[config.mk]
export PLATFORM = sky130hd
export DESIGN_NAME = conv_stream_feeder
export DESIGN_NICKNAME = d
export VERILOG_FILES = /design/src/rtl/conv_stream_feeder.sv
export SDC_FILE = /design/constraint.sdc
export NUM_CORES = 1
export LEC_CHECK = 0
export ABC_CLOCK_PERIOD_IN_PS = 5200
export BUFFER_PORTS_ARGS = -buffer_cell sky130_fd_sc_hd__buf_4
export CELL_PAD_IN_SITES_DETAIL_PLACEMENT = 1
export CELL_PAD_IN_SITES_GLOBAL_PLACEMENT = 2
export CORE_ASPECT_RATIO = 1.4
export CORE_MARGIN = 5
export CORE_UTILIZATION = 34
export DETAILED_ROUTE_END_ITERATION = 6
export GPL_TIMING_DRIVEN = 0
export HOLD_SLACK_MARGIN = 0.08
export PLACE_DENSITY_LB_ADDON = 0.1
export SYNTH_ARGS = -nofsm -noshare
export SYNTH_HDL_FRONTEND = slang
export SYNTH_SLANG_ARGS = --single-unit
[constraint.sdc]
create_clock -name clk -period 5.2 [get_ports clk]
set_input_delay 0.26 -clock clk [delete_from_list [all_inputs] [get_ports clk]]
set_output_delay 0.26 -clock clk [all_outputs]
set_load 0.05 [all_outputs]
[src/rtl/conv_stream_feeder.sv]
// conv_stream_feeder: sequences one output-group pass into conv_top.
// Pulls bias, weight and pixel words from one upstream valid/ready stream,
// pulses go, waits for conv_done, then flushes the line buffers with zero
// pixels and holds conv_rst before reporting done.
// Ports: clk/rst_n; start + cfg_* (latched on accept); s_data/s_valid/s_ready
// upstream; bias_wr_*, wt_wr_*, pixel_in* and go toward conv_top;
// conv_done from conv_top; conv_rst to conv_top; busy/done status.
module conv_stream_feeder #(
    parameter int S_W         = 128,
    parameter int BIAS_W      = 128,
    parameter int WT_W        = 72,
    parameter int PIX_W       = 64,
    parameter int CNT_W       = 24,
    parameter int CRST_CYCLES = 5
) (
    input  logic              clk,
    input  logic              rst_n,
    input  logic              start,
    input  logic [CNT_W-1:0]  cfg_n_bias,
    input  logic [CNT_W-1:0]  cfg_n_wt,
    input  logic [CNT_W-1:0]  cfg_n_pix,
    input  logic [15:0]       cfg_img_width,
    input  logic [15:0]       cfg_in_channels,
    input  logic [S_W-1:0]    s_data,
    input  logic              s_valid,
    output logic              s_ready,
    output logic              bias_wr_en,
    output logic [BIAS_W-1:0] bias_wr_data,
    output logic              bias_wr_addr_rst,
    output logic              wt_wr_en,
    output logic [WT_W-1:0]   wt_wr_data,
    output logic              wt_wr_addr_rst,
    output logic [PIX_W-1:0]  pixel_in,
    output logic              pixel_in_valid,
    output logic              pixel_in_last,
    output logic              go,
    input  logic              conv_done,
    output logic              conv_rst,
    output logic              busy,
    output logic              done
);

    typedef enum logic [3:0] {
        IDLE, B_RST, BIAS, W_RST, WT, GO, PIX, WAIT, FLUSH, CRST, FIN
    } state_t;

    state_t           state;
    logic [CNT_W-1:0] cnt;
    logic [CNT_W-1:0] cnt_nxt;
    logic [CNT_W-1:0] n_bias_q;
    logic [CNT_W-1:0] n_wt_q;
    logic [CNT_W-1:0] n_pix_q;
    logic [CNT_W-1:0] flush_q;
    logic [CNT_W-1:0] flush_prod;
    logic [CNT_W-1:0] flush_len;
    logic             acc;

    assign acc     = s_valid && s_ready;
    assign cnt_nxt = cnt + CNT_W'(1);

    // Flush length 2*W*(C/8)+4, wrapped to the counter width.
    assign flush_prod = CNT_W'(cfg_img_width) * CNT_W'(cfg_in_channels >> 3);
    assign flush_len  = (flush_prod << 1) + CNT_W'(4);

    always_ff @(posedge clk or negedge rst_n) begin
        if (!rst_n) begin
            state            <= IDLE;
            cnt              <= '0;
            n_bias_q         <= '0;
            n_wt_q           <= '0;
            n_pix_q          <= '0;
            flush_q          <= '0;
            s_ready          <= 1'b0;
            bias_wr_en       <= 1'b0;
            bias_wr_data     <= '0;
            bias_wr_addr_rst <= 1'b0;
            wt_wr_en         <= 1'b0;
            wt_wr_data       <= '0;
            wt_wr_addr_rst   <= 1'b0;
            pixel_in         <= '0;
            pixel_in_valid   <= 1'b0;
            pixel_in_last    <= 1'b0;
            go               <= 1'b0;
            conv_rst         <= 1'b0;
            busy             <= 1'b0;
            done             <= 1'b0;
        end else begin
            // Pulse-type outputs default low every cycle.
            bias_wr_en       <= 1'b0;
            bias_wr_addr_rst <= 1'b0;
            wt_wr_en         <= 1'b0;
            wt_wr_addr_rst   <= 1'b0;
            pixel_in_valid   <= 1'b0;
            pixel_in_last    <= 1'b0;
            go               <= 1'b0;
            done             <= 1'b0;
            unique case (state)
                IDLE: begin
                    if (start) begin
                        n_bias_q <= cfg_n_bias;
                        n_wt_q   <= cfg_n_wt;
                        n_pix_q  <= cfg_n_pix;
                        flush_q  <= flush_len;
                        busy     <= 1'b1;
                        cnt      <= '0;
                        if (cfg_n_bias != '0) begin
                            state            <= B_RST;
                            bias_wr_addr_rst <= 1'b1;
                        end else begin
                            state          <= W_RST;
                            wt_wr_addr_rst <= 1'b1;
                        end
                    end
                end
                B_RST: begin
                    state   <= BIAS;
                    s_ready <= 1'b1;
                end
                BIAS: begin
                    if (acc) begin
                        bias_wr_en   <= 1'b1;
                        bias_wr_data <= s_data[BIAS_W-1:0];
                        cnt          <= cnt_nxt;
                        if (cnt_nxt == n_bias_q) begin
                            // Drop ready on the final beat so nothing extra is taken.
                            s_ready <= 1'b0;
                            cnt     <= '0;
                            if (n_wt_q != '0) begin
                                state          <= W_RST;
                                wt_wr_addr_rst <= 1'b1;
                            end else begin
                                state <= GO;
                            end
                        end
                    end
                end
                W_RST: begin
                    if (n_wt_q != '0) begin
                        state   <= WT;
                        s_ready <= 1'b1;
                    end else begin
                        state <= GO;
                    end
                end
                WT: begin
                    if (acc) begin
                        wt_wr_en   <= 1'b1;
                        wt_wr_data <= s_data[WT_W-1:0];
                        cnt        <= cnt_nxt;
                        if (cnt_nxt == n_wt_q) begin
                            s_ready <= 1'b0;
                            cnt     <= '0;
                            state   <= GO;
                        end
                    end
                end
                GO: begin
                    go    <= 1'b1;
                    state <= PIX;
                end
                PIX: begin
                    // Ready opens the cycle after the go pulse.
                    if (go) begin
                        s_ready <= 1'b1;
                    end
                    if (acc) begin
                        pixel_in_valid <= 1'b1;
                        pixel_in       <= s_data[PIX_W-1:0];
                        pixel_in_last  <= (cnt_nxt == n_pix_q);
                        cnt            <= cnt_nxt;
                        if (cnt_nxt == n_pix_q) begin
                            s_ready <= 1'b0;
                            cnt     <= '0;
                            state   <= WAIT;
                        end
                    end
                end
                WAIT: begin
                    if (conv_done) begin
                        state          <= FLUSH;
                        pixel_in_valid <= 1'b1;
                        pixel_in       <= '0;
                        cnt            <= '0;
                    end
                end
                FLUSH: begin
                    if (cnt_nxt == flush_q) begin
                        state    <= CRST;
                        conv_rst <= 1'b1;
                        cnt      <= '0;
                    end else begin
                        pixel_in_valid <= 1'b1;
                        cnt            <= cnt_nxt;
                    end
                end
                CRST: begin
                    if (cnt_nxt == CNT_W'(CRST_CYCLES)) begin
                        conv_rst <= 1'b0;
                        done     <= 1'b1;
                        busy     <= 1'b0;
                        cnt      <= '0;
                        state    <= FIN;
                    end else begin
                        cnt <= cnt_nxt;
                    end
                end
                FIN: begin
                    state <= IDLE;
                end
                default: begin
                    state <= IDLE;
                end
            endcase
        end
    end

endmodule

==> metrics.yaml <==
status: "finished, violations left"
violations: "setup timing"
netlist_instances: 2645
setup_viol: 2
routedWlPerCell_um: 24.4
drtIter0Drc: 1119
io-pin-count: 512
worst_pin_slew_ns: 1.25
dp_slack_ns: -1.16
yosys_most_used_dff: "dfrtp_1"
critPathLaunchType: "input pin"
r2r_start: "cnt[1]"
antenna_found_initial: 1
row_count: 116
grt_max_degree: 113
fill_cells: 8082
endpoint_kind: "register"
syn_nets: 3077
setup_tns_ns: -0.0958
synth_area_leader_cell: "dfrtp_1"
synthArstFlopShare_pct: 100
ir_drop_v: 0.000433
crit_top_cell: "fa_1"
die_h_um: 327
crit_required_ns: 5.67
final_max_slew_viol_count: 0
drc: 0
synth_top_area_share_pct: 40.9
rsz0062_at_grt: "yes"
drive_above_1_share_pct: 25.6
multi_input_area_mm2: 0.0136
synth-edff-count: 0
first_global_vias: 25300
grt_overflow_total: 0
finalHoldViolCount: 0
final_common_cell: "nand2_1"
avgViaCountPerCell: 5.10
grt_pass1_wl_mm: 162
routabilityCongestion: 0.941
ys_warn_count: 0
postSynthAreaPerCell_um2: 9.21
fp.coreArea_mm2: 0.0713
cts_tree: "built"
area_delta_synth_final_pct: 42.5
clk_pin_slew_worst_paths_ns: 0.06
clockBufferDepth: 3
p_leak_uw: 0.0168
hp-class: "in2async"
crit_type: "in2reg"
htree_levels: 2
max_clock_freq_mhz: 190
synth_cell_types: 79
start_util_pct: 34.2
worstSkewPairLatency_ns: 0.60
io_buffers: 506
setup_slack_ns: -0.0506
path_max_fanout: 7
powerDensity_mw_per_mm2: 779
layout.nets: 3895
relSlewSlack_pct: 16.1
drv_cap: 0
vias: 22700
antenna_cells: 0
synth-seq-area-share_pct: 40.9
cp.arrival_ns: 5.72
cts.sinks: 398
ant_nets: 0
synth_seq_cells: 398
dr.pass1.iters: 5
layout.area.seq_mm2: 0.00996
critPathSlowestCell: "fa_1"
r2r_setup_slack_ns: 0.09
drt_wl_total_mm: 108
fin_worst_skew_ns: 0.0228
synth_area_mm2: 0.0244
clock-root-buffer: "clkbuf_16"
slowest_delay_ns: 0.52
track_usage_pct: 27.4
layout_common_cells: "nand2_1, buf_4, dfrtp_1"
startpoint: "cfg_in_channels[4]"
die_w_um: 236
layout_min_cycle_time_ns: 5.25
finalCritPeriodShare_pct: 101
dieArea_mm2: 0.0772
cts_made_buffers: 45
synth_area_leaders: "dfrtp_1, nand2_1, fa_1, mux2_2, inv_1"
place.detailed.hpwl_mm: 84.9
cp_cell_sequence: "buf_8 -> clkbuf_16 -> and2_4 -> fa_1 -> inv_1 -> fa_1 -> inv_2 -> fa_1 -> fa_1 -> inv_1 -> fa_1 -> inv_2 -> ha_4 -> and3_4 -> nand2_4 -> a21oi_4 -> a21boi_4 -> or3_4 -> a2111oi_4 -> nand4_1 -> nor2_1 -> xnor2_1 -> mux2_2"
==> worst max-delay path: cells and delay by family <==
family                     cells  cell delay, ns
buffers and inverters          6            0.45
xor gates and xnor gates       1            0.10
AOI/OAI and AO/OA              3            0.58
muxes                          1            0.27
adders and majority gates      6            2.81
and+or+nand+nor                6            1.24
==> registers in the layout, indices dropped and copies added (netlist names) <==
register / cells
pixel_in: 64
bias_wr_data: 128
cnt: 24
go: 1
wt_wr_addr_rst: 1
wt_wr_data: 72
bias_wr_en: 1
n_wt_q: 24
done: 1
state: 4
pixel_in_valid: 1
busy: 1
bias_wr_addr_rst: 1
s_ready: 1
flush_q: 23
conv_rst: 1
pixel_in_last: 1
wt_wr_en: 1
n_pix_q: 24
n_bias_q: 24
==> path summary, 6_finish.rpt <==
check / endpoint / cells past startpoint
setup / recovery: flush_q[21] / 23
hold / removal: n_pix_q[16] / 2
setup reg to reg: cnt[9] / 12
hold reg to reg: bias_wr_data[62] / 2
max in group asynchronous: wt_wr_data[26] / 4
min in group clk: flush_q[2] / 4
==> logic make-up (layout without fill, tap and decap cells) <==
family	Yosys count	after routing	share of synthesized area [%]
compound gates	303	303	8.91
fa+ha+maj	195	195	14.4
buf+inv	369	1222	5.81
flops	398	398	40.9
xor+xnor	132	132	5.03
simple gates	1169	1169	21.4
mux	79	79	3.67
==> layer usage <==
layer / part of all wire, % / vias to the layer above / global-route usage, %
met5: 0.012 / - / 0
met4: 5.1 / 2 / 11.5
met3: 5.1 / 208 / 5.30
met2: 52 / 640 / 50.0
met1: 38 / 11500 / 31.3
li1: - / 10300 / -
==> where the power goes <==
part | total [uW] | switching, uW | internal [uW] | leakage (uW)
clock | 3560 | 1470 | 2100 | 0.000803
sequential | 5560 | 1090 | 4460 | 0.00504
combinational | 17900 | 11000 | 6910 | 0.0109
total | 27100 | 13600 | 13500 | 0.0168
==> area by class of cell <==
type / count / area share [%]
Buffer: 141 / 2.60
Clock buffer: 59 / 3.77
Clock inverter: 23 / 0.980
Inverter: 219 / 2.37
Multi-Input combinational cell: 1878 / 39.3
Sequential cell: 398 / 28.7
Tap cell: 944 / 3.40
Timing Repair Buffer: 780 / 18.9
==> stage by stage <==
stage          hold WS (ns)  total power [uW]  instance area, um^2  cells  utilization, %
2_1_floorplan       -0.0356             16000                24700   2645               -
3_3_place_gp          0.450             20900                29700   4095            41.6
3_5_place_dp          0.372             21200                29800   4099            41.8
4_1_cts               0.299             26400                34400   4432            48.3
5_1_grt               0.350             28700                34700   4442            48.7
6_report              0.288             27100                34700   4442            48.7
==> timing repair <==
action	4_1_cts	5_1_grt
hold endpoints to repair	436	0
hold buffers	204	0
resized for setup	105	50
pin swaps	61	32
cloned	0	0
endpoints found under the setup margin	35	32
buffers inserted	54	12
==> synth_stat cells (all sizes together) (30+ instances only) <==
cell    number
nand2      788
a22o        64
o21ai       67
mux2        79
xnor2       92
xor2        35
buf         30
nor4        32
nor3        30
ha          54
clkbuf     120
nand4       33
fa         141
and2       106
dfrtp      398
nor2        57
nand3       49
a21oi       34
inv        217
Power figures use the tool's default switching activity.
